$ cat config.mk
export PLATFORM = sky130hd
export DESIGN_NAME = led_pattern_sequencer
export DESIGN_NICKNAME = d
export VERILOG_FILES = /design/src/rtl/led_pattern_sequencer.sv
export SDC_FILE = /design/constraint.sdc
export NUM_CORES = 1
export LEC_CHECK = 0
export CORE_MARGIN = 5
export CORE_UTILIZATION = 40
export DETAILED_ROUTE_END_ITERATION = 10
export PLACE_DENSITY = 0.66
export SYNTH_ARGS = -nofsm -noshare
export SYNTH_HDL_FRONTEND = slang
export SYNTH_SLANG_ARGS = --single-unit
$ cat constraint.sdc
create_clock -name clk -period 2.4 [get_ports clk]
set_input_delay 0.24 -clock clk [delete_from_list [all_inputs] [get_ports clk]]
set_output_delay 0.24 -clock clk [all_outputs]
set_load 0.05 [all_outputs]
$ cat src/rtl/led_pattern_sequencer.sv
// LED pattern sequencer: advances a count/rotate/bounce/thermometer
// pattern once per rising edge of the clock-divider toggle output.
module led_pattern_sequencer #(
    parameter int NUM_LEDS = 4
) (
    input  logic                clk,
    input  logic                rst,
    input  logic                tick_in,
    input  logic                enable,
    input  logic [1:0]          mode,
    input  logic                load,
    input  logic [NUM_LEDS-1:0] load_value,
    output logic [NUM_LEDS-1:0] leds,
    output logic                step_pulse,
    output logic                wrap_pulse
);

    localparam int N = NUM_LEDS;

    localparam logic LEFT  = 1'b0;
    localparam logic RIGHT = 1'b1;

    localparam logic [1:0] MODE_COUNT  = 2'b00;
    localparam logic [1:0] MODE_ROTATE = 2'b01;
    localparam logic [1:0] MODE_BOUNCE = 2'b10;
    localparam logic [1:0] MODE_THERMO = 2'b11;

    localparam logic [N-1:0] ONE  = {{(N-1){1'b0}}, 1'b1};
    localparam logic [N-1:0] ONES = {N{1'b1}};
    localparam logic [N-1:0] ZERO = {N{1'b0}};

    logic [N-1:0] leds_q, leds_d;
    logic         dir_q, dir_d;
    logic         tick_q;
    logic         step_q, step_d;
    logic         wrap_q, wrap_d;

    logic         rise;
    logic         onehot;
    logic         go_right;
    logic [N-1:0] bnc;

    assign rise = tick_in & ~tick_q;

    assign onehot = (leds_q != ZERO) &&
                    ((leds_q & (leds_q - ONE)) == ZERO);

    // A lit LED sitting at an end always reflects inward,
    // whatever direction was left over from another mode.
    assign go_right = (dir_q == RIGHT && !leds_q[0]) ||
                      (dir_q == LEFT && leds_q[N-1]);

    assign bnc = go_right ? (leds_q >> 1) : (leds_q << 1);

    always_comb begin
        leds_d = leds_q;
        dir_d  = dir_q;
        step_d = 1'b0;
        wrap_d = 1'b0;
        if (load) begin
            leds_d = load_value;
            dir_d  = LEFT;
        end else if (rise && enable) begin
            step_d = 1'b1;
            unique case (mode)
                MODE_COUNT: begin
                    leds_d = leds_q + ONE;
                    wrap_d = (leds_q == ONES);
                end
                MODE_ROTATE: begin
                    if (leds_q == ZERO) begin
                        leds_d = ONE;
                    end else begin
                        leds_d = {leds_q[N-2:0], leds_q[N-1]};
                        wrap_d = leds_q[N-1];
                    end
                end
                MODE_BOUNCE: begin
                    if (!onehot) begin
                        leds_d = ONE;
                        dir_d  = LEFT;
                    end else begin
                        leds_d = bnc;
                        if (bnc[N-1])
                            dir_d = RIGHT;
                        else if (bnc[0])
                            dir_d = LEFT;
                        else
                            dir_d = go_right ? RIGHT : LEFT;
                        wrap_d = go_right & bnc[0];
                    end
                end
                MODE_THERMO: begin
                    if (leds_q == ONES) begin
                        leds_d = ZERO;
                        wrap_d = 1'b1;
                    end else begin
                        leds_d = (leds_q << 1) | ONE;
                    end
                end
            endcase
        end
    end

    // tick_q resets high so a divider output already high is not a step.
    always_ff @(posedge clk or posedge rst) begin
        if (rst) begin
            leds_q <= ONE;
            dir_q  <= LEFT;
            tick_q <= 1'b1;
            step_q <= 1'b0;
            wrap_q <= 1'b0;
        end else begin
            leds_q <= leds_d;
            dir_q  <= dir_d;
            tick_q <= tick_in;
            step_q <= step_d;
            wrap_q <= wrap_d;
        end
    end

    assign leds       = leds_q;
    assign step_pulse = step_q;
    assign wrap_pulse = wrap_q;

endmodule
Word-level counts from Yosys, hierarchy flattened
Cells that the tools add are included.

Register bits: 8. Latch bits: 0. Bits in writable memories: 0. Memory bits (read-only): 0. Input port bits: 11. Output and inout bits: 6. Logic and storage cells: 51. Memories: 0.

Add/subtract/negate cells: 2. Multiply operators: 0. Div/mod/pow operators: 0. Magnitude comparators: 0. Equality and inequality tests: 4. Shifts and indexed selects: 0. Mux-type cells: 22. Bitwise logic cells: 5. Reduce and logical (&&, ||, !) cells: 13.

Operators by type and width (number): $mux W4 (6); $pmux W4 S4 (1); $mux W1 (14); $logic_not A4 Y1 (2); $add A4 B1 Y4 const B (1); $and A4 B4 Y4 (1); $eq A2 B2 Y1 const B (2); $eq A4 B4 Y1 const B (1); $logic_and A1 B1 Y1 (4); $pmux W1 S4 (1); $reduce_bool A2 Y1 (2); $reduce_bool A4 Y1 (1); $sub A4 B1 Y4 const B (1); $and A1 B1 Y1 (2); $eq A2 B1 Y1 const B (1); $logic_not A2 Y1 (1); $not A1 Y1 (2); $reduce_and A2 Y1 (1); $logic_not A1 Y1 (1); $logic_or A1 B1 Y1 (1).

Logic depth before layout (Yosys ltp)
Depth after elaboration: 10. Gate-level depth with buffers: 7. Depth with buffers taken out: 6.

Worst setup path after synthesis
Ideal clock, no wire load.

Kind: flip-flop to flip-flop. Start: reg leds_q[0], in the netlist leds[0]. End: reg dir_q. Library setup time: 78 ps. Arrival: 2315 ps. Data required time: 2322 ps. Path slack: 7 ps. Stages on the path, launching flop included: 8. Buffers on the path: 1. Clock period less this slack: 2393 ps. Cell sequence: dfstp_2 -> buf_2 -> inv_1 -> ha_1 -> o21ba_2 -> a221oi_4 -> or4b_1 -> a21oi_1.

Longest elaborated chain between the ends: 10. Elaborated cells on any way between the ends: 16. Those cells by class: add/sub: 1; mux: 8; bitwise: 1; reduce/logical: 6.

RTL lines: from (decl) (RTL line 32) `logic [N-1:0] leds_q, leds_d;`; from (signal assigned) (RTL line 114) `leds_q <= leds_d;`; parallel branches: the longest is 6 deep, another holds $sub A4 B1 Y4; $mux W1 (*) (RTL line 79) `if (!onehot) begin`; $mux W1 (*) (RTL line 65) `unique case (mode)`; $mux W1 (*) (RTL line 63) `end else if (rise && enable) begin`; $mux W1 (*) (RTL line 60) `if (load) begin`; to (signal assigned) (RTL line 115) `dir_q <= dir_d;`; to (decl) (RTL line 33) `logic dir_q, dir_d;`.

Every way passes the cells marked *. The select of a mux whose other input is x is not followed. A chain may end at the register's enable or synchronous reset.

Worst setup path in the final report
Same ends and word-level chain as after synthesis.

==> impl_metrics.tcl <==
set metrics [dict create \
    status "finished, final reports clean" \
    max_freq_mhz 461 \
    rows 15 \
    netlist_area_um2 767 \
    yosys_warnings 0 \
    grt_pass1_wl_mm 3.39 \
    cts_resized 0 \
    layout.nets 130 \
    drive_gt1_share_pct 12.6 \
    netlist_instances 94 \
    hold_violations 0 \
    post-route-period-util_pct 90.4 \
    crit_type "flip-flop to flip-flop" \
    start_kind "flip-flop" \
    end_kind "flip-flop" \
    ant_nets 0 \
    peakVddDrop_mv 0.365 \
    finalSetupViolCount 0 \
    cts_hold_buffers 0 \
    die_area_um2 2890 \
    crit_start "leds[0]$_DFFE_PP1P_" \
    rsz0062_at_grt "no" \
    clockBufferDepth 2 \
    place_hpwl_mm 1.58 \
    p_per_area_nw_per_um2 492 \
    io_pins 17 \
    initialDrtViolationCount 31 \
    initial_utilization_pct 43.0 \
    syn_nets 111 \
    clock_sinks 8 \
    antennaDiodeCount 0 \
    drv_cap 0 \
    yosys_register_bits 8 \
    whs_ps 255 \
    overflow 0 \
    ys_async_sr_fraction_pct 100 \
    worst_pin_slew_ps 496 \
    grt_max_degree 14 \
    antenna_found_initial 0 \
    drv_slew 0 \
    drt_wl_total_mm 2.05 \
    fin_cells 136 \
    clockRootBuffer "clkbuf_4" \
    worstSkewPairLatency_ps 250 \
    grt_pass1_vias 734 \
    clkTransAtPathRegs_ps 50 \
    worstReg2RegStart "leds[0]$_DFFE_PP1P_" \
    fillers 173 \
    p_leak_uw 0.000414 \
    finalCriticalPeriod_ps 2170 \
    tns_ps 0 \
    grt_use_total_pct 16.0 \
    wl_per_cell_um 15.0 \
    ys.flop_type "dfrtp_1" \
    cts_tree "yes" \
    dp.cells 133 \
    avgSynthCellArea_um2 8.16 \
    total_power_uw 484 \
    fp.coreArea_um2 1780 \
    dr.pass1.iters 4 \
    finalClockSkew_ps 3.48 \
    worstHoldPathType "input port to async pin" \
    relSlewSlack_pct 66.8 \
    gp_congestion 0.909 \
    route.detailed.drc 0 \
    htree_levels 1 \
    avgViaCountPerCell 5.65 \
    vias 768 \
    syn_to_final_growth_pct 28.2 \
    synth_edf_count 0 \
    cp_max_fo 10 \
    portBuffers 16 \
    die-width_um 53.8 \
    cp.arrival_ps 2350 \
    postCtsSetupBuffers 0 \
    cp.required_ps 2580 \
    synth.distinct_cells 41 \
    cts_buffers 3 \
    ys_seq_area_share_pct 26.4 \
    die_h_um 53.8 \
]
## logic make-up (layout without fill, tap and decap cells)
kind of cell / Yosys count / after routing / synth area share [%]
buf+inv: 13 / 30 / 6.52
simple gates: 37 / 37 / 25.9
fa+ha+maj: 6 / 6 / 9.79
flops: 8 / 8 / 26.4
compound gates: 29 / 29 / 30.0
mux: 1 / 1 / 1.31
## cell usage in the layout (no fill, tap or decap), types with 2 or more instances in the layout
| cell | Yosys | layout |
|---|---|---|
| clkdlybuf4s50_1 | 0 | 16 |
| nand2_1 | 13 | 13 |
| inv_1 | 8 | 8 |
| nor2_1 | 6 | 6 |
| ha_1 | 6 | 6 |
| dfrtp_1 | 6 | 6 |
| a21oi_1 | 5 | 5 |
| a31oi_1 | 3 | 3 |
| clkbuf_4 | 0 | 3 |
| buf_4 | 0 | 3 |
| or2_2 | 2 | 2 |
| o311a_1 | 2 | 2 |
| a32oi_1 | 2 | 2 |
| o21ai_0 | 2 | 2 |
| nor2b_1 | 2 | 2 |
| and3_1 | 2 | 2 |
| nor3_1 | 2 | 2 |
| o22ai_1 | 2 | 2 |
| o311ai_0 | 2 | 2 |
| dfstp_2 | 2 | 2 |
## report_power, final
part	switching [µW]	internal (µW)
Clock	43.7	57.1
Sequential	26.0	147
Combinational	113	96.7
Total	183	301
## flip-flops by register name, indices dropped and copies added, names as in the netlist
name,flops
step_pulse,1
dir_q,1
leds,4
wrap_pulse,1
tick_q,1
## per-stage QoR
step	instance area, µm²	worst slack (ps)	utilization [%]
3_3_place_gp	961	309	53.9
3_5_place_dp	961	244	53.9
5_1_grt	983	131	55.2
6_report	983	231	55.2
2_1_floorplan	767	6.60	-
4_1_cts	983	236	55.2
## critical path, cell delays in order (launching register included)
cell,delay [ps]
dfstp_2,630
inv_1,120
ha_1,250
o21ba_2,230
a221oi_4,290
or4b_1,460
a21oi_1,120
## layer usage
layer	track usage, %	vias up	part of all wire [%]
li1	-	384	-
met5	0	-	0
met2	23.2	25	45
met4	3.40	0	0.64
met1	23.4	357	49
met3	4.43	2	5.6
## synthesized netlist by cell type (3+ instances only)
cell	n	area share, %
a21oi_1	5	3.3
a31oi_1	3	2.4
clkbuf_1	4	2.0
dfrtp_1	6	20
ha_1	6	9.8
inv_1	8	3.9
nand2_1	13	6.4
nor2_1	6	2.9
## cell type report
class / instances / area [µm²] / share of cell area [%]
Clock buffer: 3 / 22.5 / 2.29
Inverter: 8 / 30.0 / 3.05
Multi-Input combinational cell: 73 / 514 / 52.3
Sequential cell: 8 / 203 / 20.6
Tap cell: 25 / 31.3 / 3.18
Timing Repair Buffer: 19 / 183 / 18.6
## final timing paths
kind	to	depth (start not counted)	slack, ps
worst max-delay path	dir_q$_DFFE_PP0P_	6	230
worst min-delay path	wrap_pulse$_DFF_PP0_	2	250
worst max register to register	dir_q$_DFFE_PP0P_	6	230
worst min register to register	dir_q$_DFFE_PP0P_	2	600
max in group asynchronous	tick_q$_DFF_PP1_	2	1860
min in group clk	tick_q$_DFF_PP1_	1	450
Note: power is estimated with default switching activity, not from simulation.
